### src/rtl/cdb_grant_controller.sv
`default_nettype none
// ============================================================================
// Module      : cdb_grant_controller
// Description : Central grant side of the common data bus (CDB) arbitration
//               handshake. Collects bus requests from the execution-combo
//               arbiters. Each cycle it picks up to two distinct requesters
//               in round-robin order and drives their arbiter addresses onto
//               the select lines of CDB 0 and CDB 1.
//
// Ports       : clk          - core clock
//               reset        - asynchronous, active-low reset
//               get_bus      - [NUM_REQ] bit i = requester i wants one slot
//               select_0     - [8] owner address of CDB 0 (registered)
//               select_1     - [8] owner address of CDB 1 (registered)
//               grant_valid  - [2] bit b = select_b holds a real owner
//               grant_vec    - [NUM_REQ] requesters granted this cycle
//
// Parameters  : NUM_REQ   - number of requesting combos (2..16)
//               ADDR_BASE - arbiter address of requester 0
//               IDLE_ADDR - select value meaning "no owner"
//
// Revision    : 1.0 - initial release
// ============================================================================
module cdb_grant_controller #(
    parameter int         NUM_REQ   = 8,
    parameter logic [7:0] ADDR_BASE = 8'h01,
    parameter logic [7:0] IDLE_ADDR = 8'hFF
) (
    input  logic               clk,
    input  logic               reset,
    input  logic [NUM_REQ-1:0] get_bus,
    output logic [7:0]         select_0,
    output logic [7:0]         select_1,
    output logic [1:0]         grant_valid,
    output logic [NUM_REQ-1:0] grant_vec
);

    // Pointer width; one extra bit is used for the unwrapped sums below.
    localparam int                 c_PTR_W = (NUM_REQ > 2) ? $clog2(NUM_REQ) : 1;
    localparam logic [c_PTR_W:0]   c_NUM   = (c_PTR_W+1)'(NUM_REQ);
    localparam logic [c_PTR_W:0]   c_ONE   = (c_PTR_W+1)'(1);

    // ------------------------------------------------------------------------
    // State
    // ------------------------------------------------------------------------
    logic [c_PTR_W-1:0] r_rr_ptr;
    logic [7:0]         r_select_0;
    logic [7:0]         r_select_1;
    logic [1:0]         r_grant_valid;
    logic [NUM_REQ-1:0] r_grant_vec;

    // The cooldown mask is by definition last cycle's grant vector, which is
    // exactly what r_grant_vec holds while the served requesters are still
    // broadcasting. A requester sees its grant one cycle late, so its
    // get_bus is still high at the next edge; masking it here keeps a single
    // result from being granted twice.
    logic [NUM_REQ-1:0] w_cooldown;
    logic [NUM_REQ-1:0] w_eligible;

    assign w_cooldown = r_grant_vec;
    assign w_eligible = get_bus & ~w_cooldown;

    // ------------------------------------------------------------------------
    // Scan order: w_scan_idx[k] = (rr_ptr + k) mod NUM_REQ.
    // rr_ptr and k are both below NUM_REQ, so one conditional subtract wraps.
    // ------------------------------------------------------------------------
    logic [c_PTR_W-1:0] w_scan_idx [NUM_REQ];

    for (genvar k = 0; k < NUM_REQ; k++) begin : g_scan
        logic [c_PTR_W:0] w_sum;
        logic [c_PTR_W:0] w_wrapped;

        assign w_sum         = {1'b0, r_rr_ptr} + (c_PTR_W+1)'(k);
        assign w_wrapped     = (w_sum >= c_NUM) ? (w_sum - c_NUM) : w_sum;
        assign w_scan_idx[k] = w_wrapped[c_PTR_W-1:0];
    end

    // ------------------------------------------------------------------------
    // Pick the first and second eligible requesters in scan order.
    // Because each index occurs once in the scan, the two winners are
    // always distinct.
    // ------------------------------------------------------------------------
    logic               w_first_found;
    logic               w_second_found;
    logic [c_PTR_W-1:0] w_first_idx;
    logic [c_PTR_W-1:0] w_second_idx;

    always_comb begin
        w_first_found  = 1'b0;
        w_second_found = 1'b0;
        w_first_idx    = '0;
        w_second_idx   = '0;
        for (int k = 0; k < NUM_REQ; k++) begin
            if (w_eligible[w_scan_idx[k]]) begin
                if (!w_first_found) begin
                    w_first_found = 1'b1;
                    w_first_idx   = w_scan_idx[k];
                end else if (!w_second_found) begin
                    w_second_found = 1'b1;
                    w_second_idx   = w_scan_idx[k];
                end
            end
        end
    end

    // ------------------------------------------------------------------------
    // Next round-robin pointer: one past the last winner, unchanged when idle.
    // ------------------------------------------------------------------------
    logic [c_PTR_W-1:0] w_last_idx;
    logic [c_PTR_W:0]   w_last_inc;
    logic [c_PTR_W-1:0] w_ptr_wrap;
    logic [c_PTR_W-1:0] w_ptr_next;

    assign w_last_idx = w_second_found ? w_second_idx : w_first_idx;
    assign w_last_inc = {1'b0, w_last_idx} + c_ONE;
    assign w_ptr_wrap = (w_last_inc == c_NUM) ? '0 : w_last_inc[c_PTR_W-1:0];
    assign w_ptr_next = w_first_found ? w_ptr_wrap : r_rr_ptr;

    // ------------------------------------------------------------------------
    // Next grant mask, addresses and valid bits. Address math is 8-bit.
    // ------------------------------------------------------------------------
    logic [NUM_REQ-1:0] w_grant_next;
    logic [7:0]         w_select_0_next;
    logic [7:0]         w_select_1_next;
    logic [1:0]         w_valid_next;

    always_comb begin
        w_grant_next = '0;
        if (w_first_found) begin
            w_grant_next[w_first_idx] = 1'b1;
        end
        if (w_second_found) begin
            w_grant_next[w_second_idx] = 1'b1;
        end
    end

    assign w_select_0_next = w_first_found  ? (ADDR_BASE + 8'(w_first_idx))  : IDLE_ADDR;
    assign w_select_1_next = w_second_found ? (ADDR_BASE + 8'(w_second_idx)) : IDLE_ADDR;
    assign w_valid_next    = {w_second_found, w_first_found};

    // ------------------------------------------------------------------------
    // Registers. A slot lasts exactly one cycle: every edge reloads the
    // outputs from the fresh arbitration, so grants are never held.
    // ------------------------------------------------------------------------
    always_ff @(posedge clk or negedge reset) begin
        if (!reset) begin
            r_rr_ptr      <= '0;
            r_select_0    <= IDLE_ADDR;
            r_select_1    <= IDLE_ADDR;
            r_grant_valid <= 2'b00;
            r_grant_vec   <= '0;
        end else begin
            r_rr_ptr      <= w_ptr_next;
            r_select_0    <= w_select_0_next;
            r_select_1    <= w_select_1_next;
            r_grant_valid <= w_valid_next;
            r_grant_vec   <= w_grant_next;
        end
    end

    assign select_0    = r_select_0;
    assign select_1    = r_select_1;
    assign grant_valid = r_grant_valid;
    assign grant_vec   = r_grant_vec;

endmodule
`default_nettype wire

### config.mk
export PLATFORM = sky130hd
export DESIGN_NAME = cdb_grant_controller
export DESIGN_NICKNAME = d
export VERILOG_FILES = /design/src/rtl/cdb_grant_controller.sv
export SDC_FILE = /design/constraint.sdc
export NUM_CORES = 1
export LEC_CHECK = 0
export CAP_MARGIN = 20
export CORE_ASPECT_RATIO = 2
export CORE_MARGIN = 1
export CORE_UTILIZATION = 35
export CTS_CLUSTER_SIZE = 12
export DETAILED_ROUTE_END_ITERATION = 8
export PLACE_DENSITY = 0.51
export SYNTH_ARGS = -nofsm -noshare
export SYNTH_HDL_FRONTEND = slang
export SYNTH_SLANG_ARGS = --single-unit
### constraint.sdc
create_clock -name clk -period 5 [get_ports clk]
set_input_delay 1.5 -clock clk [delete_from_list [all_inputs] [get_ports clk]]
set_output_delay 1.5 -clock clk [all_outputs]
set_load 0.02 [all_outputs]
==> results.txt, run 1 <==
Critical path arrival: 5080 ps
WL met1: 3020 um
Reg2Reg Setup Slack: 780 ps
Area added between synthesis and finish: 37.7%
# diodes: 0
RR Startpoint: r_rr_ptr[0]$_DFFE_PN0N_
Seq/Total Area, Yosys: 0.218
Remaining DRCs: 0
Clock slew at reported path FFs: 60 ps
Die W: 64.1 um
Critical path startpoint: get_bus[2]
Multi-input gate area in the final layout: 0.00196 mm^2
Reg area: 588 um^2
Critical Path Stages: 13
Post-DRT Antenna Nets: 0
Die area: 0.00809 mm^2
Synth cell types: 77
Largest stage delay on the critical path: 560 ps
Port Buf Inserts: 35
Worst-case reg-to-reg path depth: 13
Post-Syn Nets: 313
Initial antenna violation count: 0
Routed WL: 9420 um
Startpoint Class: input pin
Max-slew violations: 0
Setup TNS: 0 ps
Hold Path Class: register to register
CTS tree: built
# setup viols final: 0
FF-to-FF End: grant_vec[2]$_DFF_PN0_
Crit-path slowest cell: mux4_2
Crit end category: register
Clock Sinks: 23
Met2 WL: 5560 um
Number of DRC markers in iteration 0: 223
Detail Placement HPWL: 7900 um
Area of the core: 0.00754 mm^2
Initial Utilization: 0.358
Critical path peak fanout: 9
Num ports: 36
Crit share post-route: 0.982
First-pass GRT wire length: 14,900 um
Final Hold Vio Count: 0
Share of post-route cells with drive strength above 1: 0.337
Yosys reg bits: 23
Fmax: 0.204 GHz
Main synth FF type: dfrtp_1
Fillcell total: 758
Row count: 45
Post-synth EDFFs: 0
Placer Congestion: 0.952
RSZ-0062 raised after global routing: no
Slew @ Worst Pin: 610 ps
Clock latency on the worst-skew pair: 260 ps
Outcome: complete, no violations
H-Tree Depth: 1
Min cycle time layout: 4910 ps
Worst-path cell chain: clkdlybuf4s50_1 -> or3b_1 -> and2_1 -> mux4_2 -> inv_2 -> buf_12 -> mux2_2 -> a32oi_1 -> a21boi_1 -> o311ai_2 -> a22oi_4 -> or2_1 -> o22ai_1
FFs w/ async S/R, synth: 1.00
Total grt overflow: 0
Die H: 126 um
Post-Syn Instances: 296
Detailed-route via count: 2,799
Top Family by Delay on Critical Path: compound AO/OA/AOI/OAI gates
Maxcap violations: 0
Cell Area, Synth: 0.00270 mm^2
Synth Warn #: 0
Kind of critical path: input pin to register
CTS buffer count: 3
Largest net degree at the start of global routing: 24
DP Worst Slack: -217 ps
Met3 wire length: 285 um
CTS max path bufs: 2
Buf+Inv Stages, Crit Path: 3
Critical Path End: grant_vec[2]$_DFF_PN0_
Syn Area/Cell: 9.12 um^2
Total track usage: 0.245
Max-slew headroom: 0.582
Hold Buf Count CTS: 0
Layout Nets: 407
Worst clock skew: 2.71 ps
Vias in the first global route: 2,903
Root Driver: clkbuf_16
Final critical-path setup slack: 90.0 ps
DRT Pass-1 Iters: 4
Vias/cell: 5.80
Worst path required time: 5170 ps
DR WL/cell: 19.5 um
Max Used Layer: met4
[worst min-delay path, cell delays in order, from the launching register on]
cell     delay [ps]
dfrtp_1         520
nor2_1          160
a21oi_1          40
[through the flow]
step	hold slack, ps	utilization	area (um^2)	cells
floorplan	867	-	2700	296
global placement	750	0.476	3590	476
detailed placement	763	0.476	3590	476
CTS	776	0.486	3670	480
global route	823	0.493	3720	483
finish	768	0.493	3720	483
[worst min path at each step]
stage,startpoint,endpoint,slack [ps],depth (start not counted)
final,r_rr_ptr[2]$_DFFE_PN0N_,r_rr_ptr[2]$_DFFE_PN0N_,770,2
after global routing,r_rr_ptr[2]$_DFFE_PN0N_,r_rr_ptr[2]$_DFFE_PN0N_,820,2
after CTS,r_rr_ptr[1]$_DFFE_PN0N_,r_rr_ptr[1]$_DFFE_PN0N_,780,3
after detailed placement,r_rr_ptr[1]$_DFFE_PN0N_,r_rr_ptr[1]$_DFFE_PN0N_,760,3
after global placement,r_rr_ptr[1]$_DFFE_PN0N_,r_rr_ptr[1]$_DFFE_PN0N_,750,3
after floorplan,r_rr_ptr[2]$_DFFE_PN0N_,r_rr_ptr[2]$_DFFE_PN0N_,870,4
[placed cells by master, fill, tap and decap left out, drive strengths merged, types with 3 or more instances in the layout]
master,Yosys,layout
dfrtp,13,13
and2,3,3
nor2,17,17
a31oi,4,4
xor2,3,3
dfstp,10,10
inv,10,10
clkbuf,5,4
nand2b,10,10
nor3,5,5
nor2b,8,8
mux2,4,4
buf,16,75
o22ai,12,12
a21oi,8,8
ha,7,7
clkdlybuf4s50,0,35
mux4,13,13
or2,4,4
xnor2,8,8
nand2,35,35
o211ai,7,7
mux2i,11,11
o32ai,4,4
a32oi,3,3
nand3,9,9
a211oi,6,6
nor3b,3,3
o21ai,14,14
or3,3,3
a21o,3,3
[registers in the layout, summed over array words and instances, names as in the netlist]
| register | flops |
|---|---|
| grant_vec | 8 |
| r_rr_ptr | 3 |
| select_1 | 5 |
| select_0 | 5 |
| grant_valid | 2 |
[synthesized netlist by cell type (3+ instances only)]
| cell type | number | area (um^2) |
|---|---|---|
| dfrtp_1 | 13 | 325 |
| or2_1 | 3 | 18.8 |
| a211oi_1 | 4 | 30.0 |
| dfstp_2 | 10 | 263 |
| a21oi_1 | 8 | 40.0 |
| nor2b_1 | 8 | 50.1 |
| nor2_1 | 16 | 60.1 |
| o22ai_1 | 10 | 62.6 |
| ha_1 | 7 | 87.6 |
| o32ai_1 | 4 | 35.0 |
| nand2_1 | 34 | 128 |
| a31oi_1 | 3 | 18.8 |
| nor3_1 | 4 | 20.0 |
| inv_1 | 7 | 26.3 |
| or3_1 | 3 | 18.8 |
| nand3_1 | 9 | 45.0 |
| a32oi_1 | 3 | 26.3 |
| a21o_1 | 3 | 22.5 |
| buf_4 | 8 | 60.1 |
| inv_2 | 3 | 11.3 |
| o211ai_1 | 6 | 45.0 |
| o21ai_1 | 3 | 15.0 |
| xnor2_1 | 7 | 61.3 |
| clkbuf_1 | 5 | 18.8 |
| mux2i_1 | 11 | 110 |
| buf_2 | 5 | 25.0 |
| nand2b_1 | 9 | 56.3 |
| o21ai_0 | 11 | 55.1 |
| mux4_2 | 13 | 293 |
[timing repair]
item                       CTS  global route
setup buffers                0             2
resized for setup            0             5
setup endpoints to repair    0             7
[routing by layer]
| metal | vias to the layer above | global-route usage |
|---|---|---|
| met5 | - | 0 |
| met4 | 0 | 0.141 |
| met3 | 39 | 0.0190 |
| met2 | 78 | 0.495 |
| met1 | 1363 | 0.226 |
| li1 | 1319 | - |
[cell type report]
class / count / area share
repair buffers: 110 / 0.251
well taps: 94 / 0.0316
inverters: 10 / 0.0101
flip-flops and latches: 23 / 0.158
clock buffers: 4 / 0.0212
multi-input cells: 242 / 0.528
[kinds of logic after synthesis]
family | share of synthesized area
compound gates | 0.257
xor+xnor | 0.0413
fa+ha+maj | 0.0362
buf+inv | 0.0621
flops | 0.218
mux | 0.169
simple gates | 0.217
Power of run 1 is not shown: default switching activity piles up to over one toggle a cycle in this logic, so the estimate is an artifact.
==> run 2, diff against run 1 <==
--- a/config.mk
+++ b/config.mk
@@ -7,7 +7,7 @@
 export LEC_CHECK = 0
 export CAP_MARGIN = 20
 export CORE_ASPECT_RATIO = 2
-export CORE_MARGIN = 1
+export CORE_MARGIN = 5
 export CORE_UTILIZATION = 35
 export CTS_CLUSTER_SIZE = 12
 export DETAILED_ROUTE_END_ITERATION = 8
==> run 2 against run 1 <==
Against the previous run: first-iteration DRC count shrank 20%; core utilization is 0.41 points higher; sequential cell count unchanged; critical path type unchanged; critical endpoint is now r_rr_ptr[1]$_DFFE_PN0N_.
==> results.txt, run 2 (synthesis gave the netlist of run 1 again) <==
Outcome: complete, no violations
Share of post-route cells with drive strength above 1: 0.353 (+0.0165)
Hold Path Class: register to register
Worst path required time: 5120 ps (-50 ps)
Max-slew headroom: 0.413 (-0.168)
DP Worst Slack: -179 ps (+38.1 ps)
First-pass GRT wire length: 14,900 um (about the same)
Max-slew violations: 0 (unchanged)
Initial Utilization: 0.358 (unchanged)
Root Driver: clkbuf_16
Number of DRC markers in iteration 0: 179 (-20%)
DR WL/cell: 20.5 um (+5.3%)
Post-DRT Antenna Nets: 0 (unchanged)
FF-to-FF End: grant_vec[3]$_DFF_PN0_
Detailed-route via count: 2,801 (+0.071%)
Min cycle time layout: 4920 ps (+8.18 ps)
RSZ-0062 raised after global routing: no
DRT Pass-1 Iters: 4 (unchanged)
Cells after DPL: 468 (-1.7%)
Hold endpoint: r_rr_ptr[0]$_DFFE_PN0N_
Die W: 72.1 um (+12%)
Clock slew at reported path FFs: 60 ps (about the same)
Routed WL: 9840 um (+4.4%)
Layout Nets: 403 (-0.98%)
RR Startpoint: r_rr_ptr[0]$_DFFE_PN0N_
Hold path depth: 2 (unchanged)
Reg2Reg Setup Slack: 600 ps (-180 ps)
Worst Min Path Start: r_rr_ptr[0]$_DFFE_PN0N_
Largest net degree at the start of global routing: 24 (unchanged)
CTS max path bufs: 2 (unchanged)
Top Family by Delay on Critical Path: compound AO/OA/AOI/OAI gates
Max FFs per register: 8 (unchanged)
Crit-path slowest cell: mux4_2
# diodes: 0 (unchanged)
Most frequent cells in the layout: buf_4, clkdlybuf4s50_1, nand2_1
Total grt overflow: 0 (unchanged)
Kind of critical path: input pin to register
Num ports: 36 (unchanged)
Fmax: 0.203 GHz (-0.17%)
Crit share post-route: 0.984 (+0.00164)
Worst clock skew: 5.17 ps (+2.46 ps)
CTS buffer count: 3 (unchanged)
Area of the core: 0.00754 mm^2 (unchanged)
Final critical-path setup slack: 81.8 ps (-8.18 ps)
CTS tree: built
Critical path arrival: 5040 ps (-40 ps)
Row count: 45 (unchanged)
Worst-case reg-to-reg path depth: 13 (unchanged)
Clock latency on the worst-skew pair: 260 ps (about the same)
Most used cell, CP: o21ai_0
Placer Congestion: 0.881 (-7.4%)
Area added between synthesis and finish: 38.9%
Maxcap violations: 0 (unchanged)
Slew @ Worst Pin: 880 ps (+270 ps)
Final Hold Vio Count: 0 (unchanged)
Die area: 0.00967 mm^2 (+20%)
Initial antenna violation count: 0 (unchanged)
Critical path peak fanout: 9 (unchanged)
Hold Buf Count CTS: 0 (unchanged)
Setup TNS: 0 ps (unchanged)
Remaining DRCs: 0 (unchanged)
Die H: 134 um (+6.3%)
Commonest non-fill, non-tap cell in the layout: buf_4
Crit end category: register
Detail Placement HPWL: 7860 um (-0.48%)
Buf+Inv Stages, Crit Path: 2 (-1)
Largest stage delay on the critical path: 590 ps (+30 ps)
# setup viols final: 0 (unchanged)
Startpoint Class: input pin
H-Tree Depth: 1 (unchanged)
Placed cell areas: 0.00353 mm^2 (-1.7%)
Vias in the first global route: 2,923 (+0.69%)
Vias/cell: 5.85 (+0.91%)
Worst-path cell chain: clkdlybuf4s50_1 -> nor2b_2 -> mux2i_2 -> buf_4 -> mux4_2 -> o21ai_0 -> o22ai_1 -> a211o_1 -> a311o_1 -> o211ai_2 -> nand2b_4 -> and2_1 -> ha_1 -> nand2_1 -> o21ai_0
Port Buf Inserts: 35 (unchanged)
Fin cells: 479 (-0.83%)
Total track usage: 0.202 (-0.0433)
Design area: 0.00375 mm^2 (+0.84%)
Clock Sinks: 23 (unchanged)
[run 2: tightest hold or removal path: stages (launching register included)]
cell,delay (ps)
dfrtp_1,530
nor2_1,170
a31oi_1,50
[run 2: routing by layer]
metal	GRT usage	share of wire	routed length (um)	up-vias
li1	-	-	-	1319
met3	0.0143	0.027	267	43
met1	0.181	0.32	3140	1353
met5	0	0	0	-
met2	0.388	0.57	5660	86
met4	0.161	0.078	771	0
[run 2: how the worst max path moves through the flow]
stage,start,to,slack (ps),depth (start not counted)
2_1_floorplan,get_bus[2],r_rr_ptr[1]$_DFFE_PN0N_,470,15
3_3_place_gp,get_bus[2],r_rr_ptr[2]$_DFFE_PN0N_,-150,13
3_5_place_dp,get_bus[2],r_rr_ptr[2]$_DFFE_PN0N_,-180,13
4_1_cts,get_bus[2],r_rr_ptr[2]$_DFFE_PN0N_,80,13
5_1_grt,get_bus[2],r_rr_ptr[2]$_DFFE_PN0N_,10,15
6_report,get_bus[1],r_rr_ptr[1]$_DFFE_PN0N_,80,15
[run 2: layout make-up]
class / count / area [um^2]
tap: 94 / 118
multi-input combinational: 243 / 2030
sequential: 23 / 588
inverter: 10 / 40.0
timing repair buffer: 105 / 896
clock inverter: 1 / 5.00
fill: 747 / 3800
clock buffer: 3 / 75.1
[run 2: repair_timing]
action	4_1_cts	5_1_grt
endpoints found under the setup margin	0	6
hold endpoints to repair	0	0
buffers inserted	0	5
resized for setup	0	18
[run 2: per-stage QoR]
| step | utilization | hold slack [ps] |
|---|---|---|
| after floorplan | - | 867 |
| after global placement | 0.468 | 754 |
| after detailed placement | 0.468 | 764 |
| after CTS | 0.478 | 770 |
| after global routing | 0.497 | 813 |
| final | 0.497 | 789 |
Power of run 2 is left out for the same reason.
